## src/rtl/flag_branch_unit.sv

```systemverilog
// -----------------------------------------------------------------------------
// flag_branch_unit
//
// Holds the architectural NZCV flag register and resolves ID-stage branches
// (B.cond, CBZ, CBNZ, B) for a 5-stage pipeline. The unit sits between the
// EX-stage ALU flag outputs and the ID-stage PC-select logic.
//
// A B.cond in ID can depend on a flag write that is still in EX. In that case
// the unit does one of two things:
//   BYPASS=1 : the branch sees the live EX flags in the same cycle.
//   BYPASS=0 : stall_o holds ID/IF for one cycle. The branch is then resolved
//              from the freshly written flags_q.
//
// Parameters
//   BYPASS    1 = forward EX flags to the ID branch, 0 = stall one cycle
//   AL_TAKEN  1 = condition 1111 is taken, 0 = condition 1111 is never taken
//
// Ports
//   clk            rising-edge clock
//   reset          synchronous, active-high reset
//   ex_valid       EX stage holds a live instruction
//   ex_set_flags   EX instruction writes NZCV
//   ex_zero        ALU Zero
//   ex_negative    ALU Negative
//   ex_overflow    ALU Overflow
//   ex_carry       ALU CarryOut
//   pipe_stall     external pipeline freeze; holds all state
//   flush          kill the instruction in ID
//   br_valid       ID holds a branch
//   br_kind        00 B.cond, 01 CBZ, 10 CBNZ, 11 B
//   br_cond        condition code (B.cond only)
//   br_reg_zero    tested register equals zero (CBZ/CBNZ)
//   flags_q        architectural flags {N,Z,C,V}
//   stall_o        flag-hazard hold request to ID/IF (combinational)
//   br_resolved_q  one-cycle pulse: a branch was resolved
//   br_taken_q     branch decision, valid while br_resolved_q=1
// -----------------------------------------------------------------------------
module flag_branch_unit #(
  parameter bit BYPASS   = 1'b1,
  parameter bit AL_TAKEN = 1'b1
) (
  input  logic       clk,
  input  logic       reset,
  input  logic       ex_valid,
  input  logic       ex_set_flags,
  input  logic       ex_zero,
  input  logic       ex_negative,
  input  logic       ex_overflow,
  input  logic       ex_carry,
  input  logic       pipe_stall,
  input  logic       flush,
  input  logic       br_valid,
  input  logic [1:0] br_kind,
  input  logic [3:0] br_cond,
  input  logic       br_reg_zero,
  output logic [3:0] flags_q,
  output logic       stall_o,
  output logic       br_resolved_q,
  output logic       br_taken_q
);

  // Branch kind encodings
  localparam logic [1:0] KIND_COND = 2'b00;
  localparam logic [1:0] KIND_CBZ  = 2'b01;
  localparam logic [1:0] KIND_CBNZ = 2'b10;
  localparam logic [1:0] KIND_B    = 2'b11;

  typedef enum logic {
    IDLE,
    WAIT_FLAGS
  } state_t;

  state_t     state_q;
  logic [3:0] pend_cond_q;  // condition of the B.cond parked during a stall

  logic       ex_flag_write;
  logic [3:0] ex_flags;
  logic [3:0] eff_flags;
  logic       decision;

  assign ex_flag_write = ex_valid & ex_set_flags;
  assign ex_flags      = {ex_negative, ex_zero, ex_carry, ex_overflow};

  // ---------------------------------------------------------------------------
  // Condition evaluation on an {N,Z,C,V} vector
  // ---------------------------------------------------------------------------
  function automatic logic cond_holds(input logic [3:0] cond,
                                      input logic [3:0] nzcv);
    logic n, z, c, v;
    n = nzcv[3];
    z = nzcv[2];
    c = nzcv[1];
    v = nzcv[0];
    case (cond)
      4'b0000: cond_holds = z;                 // EQ
      4'b0001: cond_holds = !z;                // NE
      4'b0010: cond_holds = c;                 // HS
      4'b0011: cond_holds = !c;                // LO
      4'b0100: cond_holds = n;                 // MI
      4'b0101: cond_holds = !n;                // PL
      4'b0110: cond_holds = v;                 // VS
      4'b0111: cond_holds = !v;                // VC
      4'b1000: cond_holds = c && !z;           // HI
      4'b1001: cond_holds = !c || z;           // LS
      4'b1010: cond_holds = (n == v);          // GE
      4'b1011: cond_holds = (n != v);          // LT
      4'b1100: cond_holds = !z && (n == v);    // GT
      4'b1101: cond_holds = z || (n != v);     // LE
      4'b1110: cond_holds = 1'b1;              // AL
      default: cond_holds = AL_TAKEN;          // 1111
    endcase
  endfunction

  // ---------------------------------------------------------------------------
  // Effective flags seen by an ID branch in this cycle
  // ---------------------------------------------------------------------------
  // NOTE: every always_comb output gets a default first, so no path can leave
  // it unassigned and infer a latch.
  always_comb begin
    eff_flags = flags_q;
    if (BYPASS && ex_flag_write) begin
      eff_flags = ex_flags;
    end
  end

  // Decision for a branch accepted directly from IDLE
  always_comb begin
    decision = 1'b0;
    case (br_kind)
      KIND_COND: decision = cond_holds(br_cond, eff_flags);
      KIND_CBZ:  decision = br_reg_zero;
      KIND_CBNZ: decision = !br_reg_zero;
      KIND_B:    decision = 1'b1;
      default:   decision = 1'b0;
    endcase
  end

  // Flag hazard: only a B.cond can depend on the EX flag write, and only
  // the stalling build raises the hold. A flushed branch needs no hold.
  assign stall_o = !BYPASS && (state_q == IDLE) && br_valid
                   && (br_kind == KIND_COND) && ex_flag_write && !flush;

  // ---------------------------------------------------------------------------
  // Architectural flag register
  // ---------------------------------------------------------------------------
  // The EX instruction is older than the one in ID, so flush does not block
  // the write. Only the external freeze holds it.
  // NOTE: sequential state uses non-blocking assignments so that every
  // register samples the pre-edge values of the others.
  always_ff @(posedge clk) begin
    if (reset) begin
      flags_q <= 4'b0000;
    end else if (ex_flag_write && !pipe_stall) begin
      flags_q <= ex_flags;
    end
  end

  // ---------------------------------------------------------------------------
  // Resolution FSM with registered outputs
  // ---------------------------------------------------------------------------
  always_ff @(posedge clk) begin
    if (reset) begin
      state_q       <= IDLE;
      pend_cond_q   <= 4'b0000;
      br_resolved_q <= 1'b0;
      br_taken_q    <= 1'b0;
    end else if (!pipe_stall) begin
      // Resolution is a pulse. br_taken_q keeps its last value.
      br_resolved_q <= 1'b0;
      case (state_q)
        IDLE: begin
          if (stall_o) begin
            // Park the branch. Its flags land in flags_q at this same edge.
            pend_cond_q <= br_cond;
            state_q     <= WAIT_FLAGS;
          end else if (br_valid && !flush) begin
            br_resolved_q <= 1'b1;
            br_taken_q    <= decision;
          end
        end
        WAIT_FLAGS: begin
          // ID is still holding the stalled branch, so it is resolved here
          // and not accepted a second time.
          state_q <= IDLE;
          if (!flush) begin
            br_resolved_q <= 1'b1;
            br_taken_q    <= cond_holds(pend_cond_q, flags_q);
          end
        end
        default: state_q <= IDLE;
      endcase
    end
  end

endmodule

```

## config.mk

```make
export PLATFORM = sky130hd
export DESIGN_NAME = flag_branch_unit
export DESIGN_NICKNAME = d
export VERILOG_FILES = /design/src/rtl/flag_branch_unit.sv
export SDC_FILE = /design/constraint.sdc
export NUM_CORES = 1
export LEC_CHECK = 0
export ABC_CLOCK_PERIOD_IN_PS = 2650
export CAP_MARGIN = 20
export CORE_AREA = 10 10 47 49
export CTS_CLUSTER_DIAMETER = 100
export DETAILED_ROUTE_END_ITERATION = 7
export DIE_AREA = 0 0 57 59
export PLACE_DENSITY_LB_ADDON = 0.08
export SYNTH_ARGS = -nofsm -noshare
export SYNTH_HDL_FRONTEND = slang
export SYNTH_SLANG_ARGS = --single-unit
```

## constraint.sdc

```tcl
create_clock -name clk -period 2.65 [get_ports clk]
set_input_delay 0.265 -clock clk [delete_from_list [all_inputs] [get_ports clk]]
set_output_delay 0.265 -clock clk [all_outputs]
set_load 0.01 [all_outputs]
```

==> flow_summary.toml <==
[worst_setup_path]
reg2regPathDepth = 4
r2r-start = "flags_q[0]$_SDFFE_PP0P_"
arrival_ns = 1.95
r2r_setup_slack_ns = 1.20
rr_endpoint = "br_taken_q$_SDFFE_PP0P_"
worst_setup_path_start_kind = "input port"
crit_type = "in2reg"
end_kind = "flop"
cp_max_fo = 8
cp_data_required_time_ns = 2.76

[timing]
fin_crit_sh = 0.6917
rsz0062_at_grt = "false"
final.setup.tns_ns = 0
hold_violations = 0
setup_viol = 0
slew_viol_final = 0
fin_skew_ns = 0.002157
period_needed_ns = 1.833
max_clock_freq_ghz = 0.5456
hold-worst-slack_ns = 0.4968

[yosys]
yosysUniqueCellTypes = 25
synth_most_common_cell = "mux2i_1"
synth_top_cell_area_share = 0.2424
yosysSeqAreaShare = 0.2424
syn_nets = 74
ys_ff_latch = 6
avgSynthCellArea_um2 = 8.848
yosys-top-cells-area = "dfxtp_1, mux2i_1, mux4_2, xnor2_1, nor2_1"
synth_edf_count = 0
yosysWarningCount = 0
netlist_area_um2 = 495.5
synth_ff_type = "dfxtp_1"
yosys-top-cells-count = "mux2i_1, nor2_1, dfxtp_1"
yosysTopAreaCell = "dfxtp_1"
syn_inst = 56
synthArstFlopShare = 0

[global_route]
grtUsageTotal = 0.07783
first_global_vias = 510
grt_overflow = 0
grt_max_degree = 9
grt_pass1_wl_mm = 2.145
antenna_found_initial = 0

[drt]
wire_per_inst_um = 13.45
vias = 469
route.detailed.drc = 0
via_per_inst = 4.989
totalWireLength_mm = 1.264
drtIter0Drc = 4
postRouteAntennaNets = 0
first_pass_iters = 2

[worst_hold_path]
hp-class = "reg2reg"
holdPathEnd = "br_resolved_q$_SDFFE_PP0N_"
worstHoldStart = "br_resolved_q$_SDFFE_PP0N_"
hold_depth = 2

[clocking]
path_clk_slew_ns = 0.04
cts_made_buffers = 3
cts_sinks = 6
cts_tree = "done"
postCtsHoldBufs = 0
cts-root-buf = "clkbuf_4"
clkLatencyLatePin_ns = 0.24
cts-resized-gates = 0
clockBufferDepth = 2
cts_setup_buffers = 0
h-tree-depth = 1

[floorplanning]
ios = 25
die_w_um = 57
core_um2 = 1401
dieHeight_um = 59
start_util = 0.3536
rows = 14
die-area_um2 = 3363

[place]
hpwl_mm = 1.099
gp_congestion = 0.7614
io_buffers = 23

[pwr]
power_density_nw_per_um2 = 351.5
p_leak_nw = 0.3052
ir_worst_vdd_mv = 0.2664

[layout]
final_nets = 98
drive_gt1_frac = 0.08974
num_antenna_cells = 0
areaGrowthSynthToFinish_pct = 49.49

[outcome]
status = "finished clean"

[flow_run]
drv_cap = 0
[metal layers]
metal,track usage,share of wire,vias to the layer above
met1,0.08092,0.44,216
li1,-,-,244
met2,0.1318,0.50,9
met3,0.03863,0.060,0
met5,0,0,-
met4,0.03020,0,0
[cell families (layout without fill, tap and decap cells)]
group / after synthesis / after routing / synth area share
and+or+nand+nor: 19 / 19 / 0.1970
muxes: 11 / 11 / 0.2727
AOI/OAI and AO/OA: 8 / 8 / 0.1212
DFF: 6 / 6 / 0.2424
buffers and inverters: 6 / 28 / 0.07070
xor gates and xnor gates: 5 / 5 / 0.08838
other: 1 / 1 / 0.007568
[through the flow]
step	std cells	power, mW	area, µm²	worst slack, ns	utilization
floorplan	56	0.1417	495.5	1.207	-
global placement	91	0.1813	718.2	0.6001	0.5125
detailed placement	91	0.1815	718.2	0.5556	0.5125
CTS	94	0.2671	740.7	0.8011	0.5286
global route	94	0.2808	740.7	0.6821	0.5286
finish	94	0.2604	740.7	0.8171	0.5286
[area by class of cell]
type,instances,area [µm²]
clock buffer,3,22.52
inverter,2,7.507
multi-input combinational,44,340.3
sequential,6,120.1
tap,16,20.02
timing repair buffer,23,230.2
fill,152,660.6
[registers in the layout, summed over array words and instances (netlist names)]
| signal | flops |
|---|---|
| flags_q | 4 |
| br_resolved_q | 1 |
| br_taken_q | 1 |
[layout by cell type (no fill, tap or decap)]
cell type,Yosys,final
clkdlybuf4s50_1,0,23
mux2i_1,9,9
nor2_1,7,7
dfxtp_1,6,6
xnor2_1,4,4
nand3_1,3,3
nand3b_1,3,3
clkbuf_4,0,3
a21oi_1,2,2
nor3_1,2,2
inv_1,2,2
mux4_2,2,2
a31oi_1,2,2
nand2_1,1,1
or2_2,1,1
nor3b_1,1,1
xor2_1,1,1
a221oi_2,1,1
a41oi_1,1,1
nand2b_1,1,1
o21ai_0,1,1
a211o_1,1,1
conb_1,1,1
[where the power goes]
part           internal, mW  total (mW)  switching [mW]
Sequential           0.0941      0.0968         0.00272
Combinational        0.0493      0.0825          0.0332
Clock                0.0510      0.0811          0.0300
[worst max-delay path: stages]
cell and delay (ns):
clkdlybuf4s50_1 0.62, mux4_2 0.55, xor2_1 0.17, a221oi_2 0.24
a31oi_1 0.10
[worst max-delay path by stage]
stage | start | end | cells after the start
2_1_floorplan | br_cond[1] | br_taken_q$_SDFFE_PP0P_ | 5
3_3_place_gp | br_cond[1] | br_taken_q$_SDFFE_PP0P_ | 5
3_5_place_dp | br_cond[1] | br_taken_q$_SDFFE_PP0P_ | 5
4_1_cts | br_cond[1] | br_taken_q$_SDFFE_PP0P_ | 5
5_1_grt | br_cond[1] | br_taken_q$_SDFFE_PP0P_ | 5
6_report | br_cond[1] | br_taken_q$_SDFFE_PP0P_ | 5
Note: power is estimated with default switching activity, not from simulation.
==> RTL edit (same settings) <==
Put one more register stage on the output `flags_q`, without a reset. The value now appears one clock later. The other outputs are not delayed to match.
--- a/src/rtl/flag_branch_unit.sv
+++ b/src/rtl/flag_branch_unit.sv
@@ -72,2 +72,4 @@
 
+  logic [3:0] flags_q_s0;
+
   state_t     state_q;
@@ -119,3 +121,3 @@
   always_comb begin
-    eff_flags = flags_q;
+    eff_flags = flags_q_s0;
     if (BYPASS && ex_flag_write) begin
@@ -151,5 +153,5 @@
     if (reset) begin
-      flags_q <= 4'b0000;
+      flags_q_s0 <= 4'b0000;
     end else if (ex_flag_write && !pipe_stall) begin
-      flags_q <= ex_flags;
+      flags_q_s0 <= ex_flags;
     end
@@ -186,3 +188,3 @@
             br_resolved_q <= 1'b1;
-            br_taken_q    <= cond_holds(pend_cond_q, flags_q);
+            br_taken_q    <= cond_holds(pend_cond_q, flags_q_s0);
           end
@@ -194,2 +196,6 @@
 
+  always_ff @(posedge clk) begin
+    flags_q <= flags_q_s0;
+  end
+
 endmodule
Formal check against the unedited RTL: not equivalent (Yosys sat finds a counterexample within 4 cycles, from zero or initial values and one cycle with reset high).
==> RTL edit against the original RTL <==
  * Power grew 44%
  * Sequential cell count grew 4
  * Setup slack gained 0.034 ns
  * Routed wire length is essentially flat
  * Die area is the same
  * Final area grew 12%
  * Clock power grew 68%
  * Critical path depth grew 1
  * Critical endpoint unchanged
  * Worst hold slack lost 0.12 ns
  * Final cell count grew 2.1%
  * Via count grew 0.85%
  * Area after synthesis grew 15%
==> RTL edit: results (changes against the original RTL) <==
| Metric | Value |
|---|---|
| Post-synthesis mux area share | `23.7% (was 27.3%)` |
| Worst path max stage delay | `0.51 ns (was 0.62 ns)` |
| Slowest stage cell, crit path | `mux4_2 (was clkdlybuf4s50_1)` |
| Pwr Density | `450 mW/mm2 (was 352 mW/mm2)` |
| Clock Skews | `0.00587 ns (was 0.00216 ns)` |
| Synth Area in XOR/XNOR | `7.68% (was 8.84%)` |
| Skew-Pair Late Insertion Delay | `0.26 ns (was 0.24 ns)` |
| Vias in the first global route | `504 (was 510)` |
| Seq/Total Area, Yosys | `35.1% (was 24.2%)` |
| CTS clk-pin slew, worst paths | `0.07 ns (was 0.04 ns)` |
| Cell variety after synth | `26 (was 25)` |
| Detailed-route via count | `473 (was 469)` |
| Hold path start | `flags_q_s0[1] (was br_resolved_q)` |
| Clk pwr share | `36.4% (was 31.1%)` |
| Largest registers | `flags_q (4), flags_q_s0 (4) (was flags_q (4), br_resolved_q (1), br_taken_q (1))` |
| Outcome | `finished, final reports clean (unchanged)` |
| Leak | `0.337 nW (was 0.305 nW)` |
| R2R depth | `5 (was 4)` |
| ANT nets after route | `0 (unchanged)` |
| Placed cell area | `793 um2 (was 718 um2)` |
| Non-Filler Instances | `96 (was 94)` |
| Sw Share | `22.9% (was 25.3%)` |
| Hpwl dp | `1.08 mm (was 1.10 mm)` |
| Top cells by area, synth | `dfxtp_1 (35%), mux2i_1 (11%), mux4_1 (9.2%), nor2_1 (5.9%), xnor2_1 (4.6%) (was dfxtp_1 (24%), mux2i_1 (18%), mux4_2 (9.1%), xnor2_1 (7.1%), nor2_1 (5.3%))` |
| Worst Setup SP | `ex_valid (was br_cond[1])` |
| Area Overhead vs Synth | `45.4% (was 49.5%)` |
| DP Worst Slack | `0.565 ns (was 0.556 ns)` |
| Max FO, Critical Path | `6 (was 8)` |
| Mapped Nets | `75 (was 74)` |
| Dpl cells | `92 (was 91)` |
| Commonest cells post-synth | `dfxtp_1 (10), nor2_1 (9), mux2i_1 (6), xnor2_1 (3) (was mux2i_1 (9), nor2_1 (7), dfxtp_1 (6), xnor2_1 (4))` |
| Global-route usage over all layers | `8.34% (was 7.78%)` |
| Hold Crit Depth | `0 (was 2)` |
| Largest net degree at the start of global routing | `7 (was 9)` |
| CP top delay family | `multiplexers (was buffers and inverters)` |
| Final min period | `1.80 ns (was 1.83 ns)` |
| Routability Congestion | `0.710 (was 0.761)` |
| Total sequential power | `159 uW (was 96.8 uW)` |
| Post-Route WL | `1.27 mm (was 1.26 mm)` |
| Fillers | `129 (was 152)` |
| First-pass GRT wire length | `2.28 mm (was 2.15 mm)` |
| Nets | `99 (was 98)` |
| TritonRoute pass-1 iters | `3 (was 2)` |
| Synth Area in Compound Gates | `11.2% (was 12.1%)` |
==> RTL edit: cell types whose count changed after synthesis, moves of 2 or more <==
cell,change
dfxtp_1,+4
mux2i_1,-3
mux4_1,+2
nand3_1,-2
nand3b_1,-3
nor2_1,+2
nor3_1,-2
==> RTL edit: final cells by class <==
| cell class | count | share of cell area [%] |
|---|---|---|
| inverters | 1 | 0.452 |
| flip-flops and latches | 10 | 24.1 |
| multi-input cells | 42 | 40.9 |
| well taps | 16 | 2.41 |
| repair buffers | 23 | 27.8 |
| clock buffers | 4 | 4.37 |
==> RTL edit: routing by layer <==
metal	track usage [%]	up-vias	wire, um
li1	-	247	-
met1	9.05	211	512
met2	14.3	13	658
met3	2.79	2	82
met4	4.03	0	11
met5	0	-	0
==> RTL edit: cell families (layout without fill, tap and decap cells) <==
kind of cell	after synthesis	in the layout
AOI/OAI and AO/OA	9	9
and+or+nand+nor	18	18
muxes	9	9
buffers and inverters	5	28
other	1	1
xor gates and xnor gates	5	5
DFF	10	10
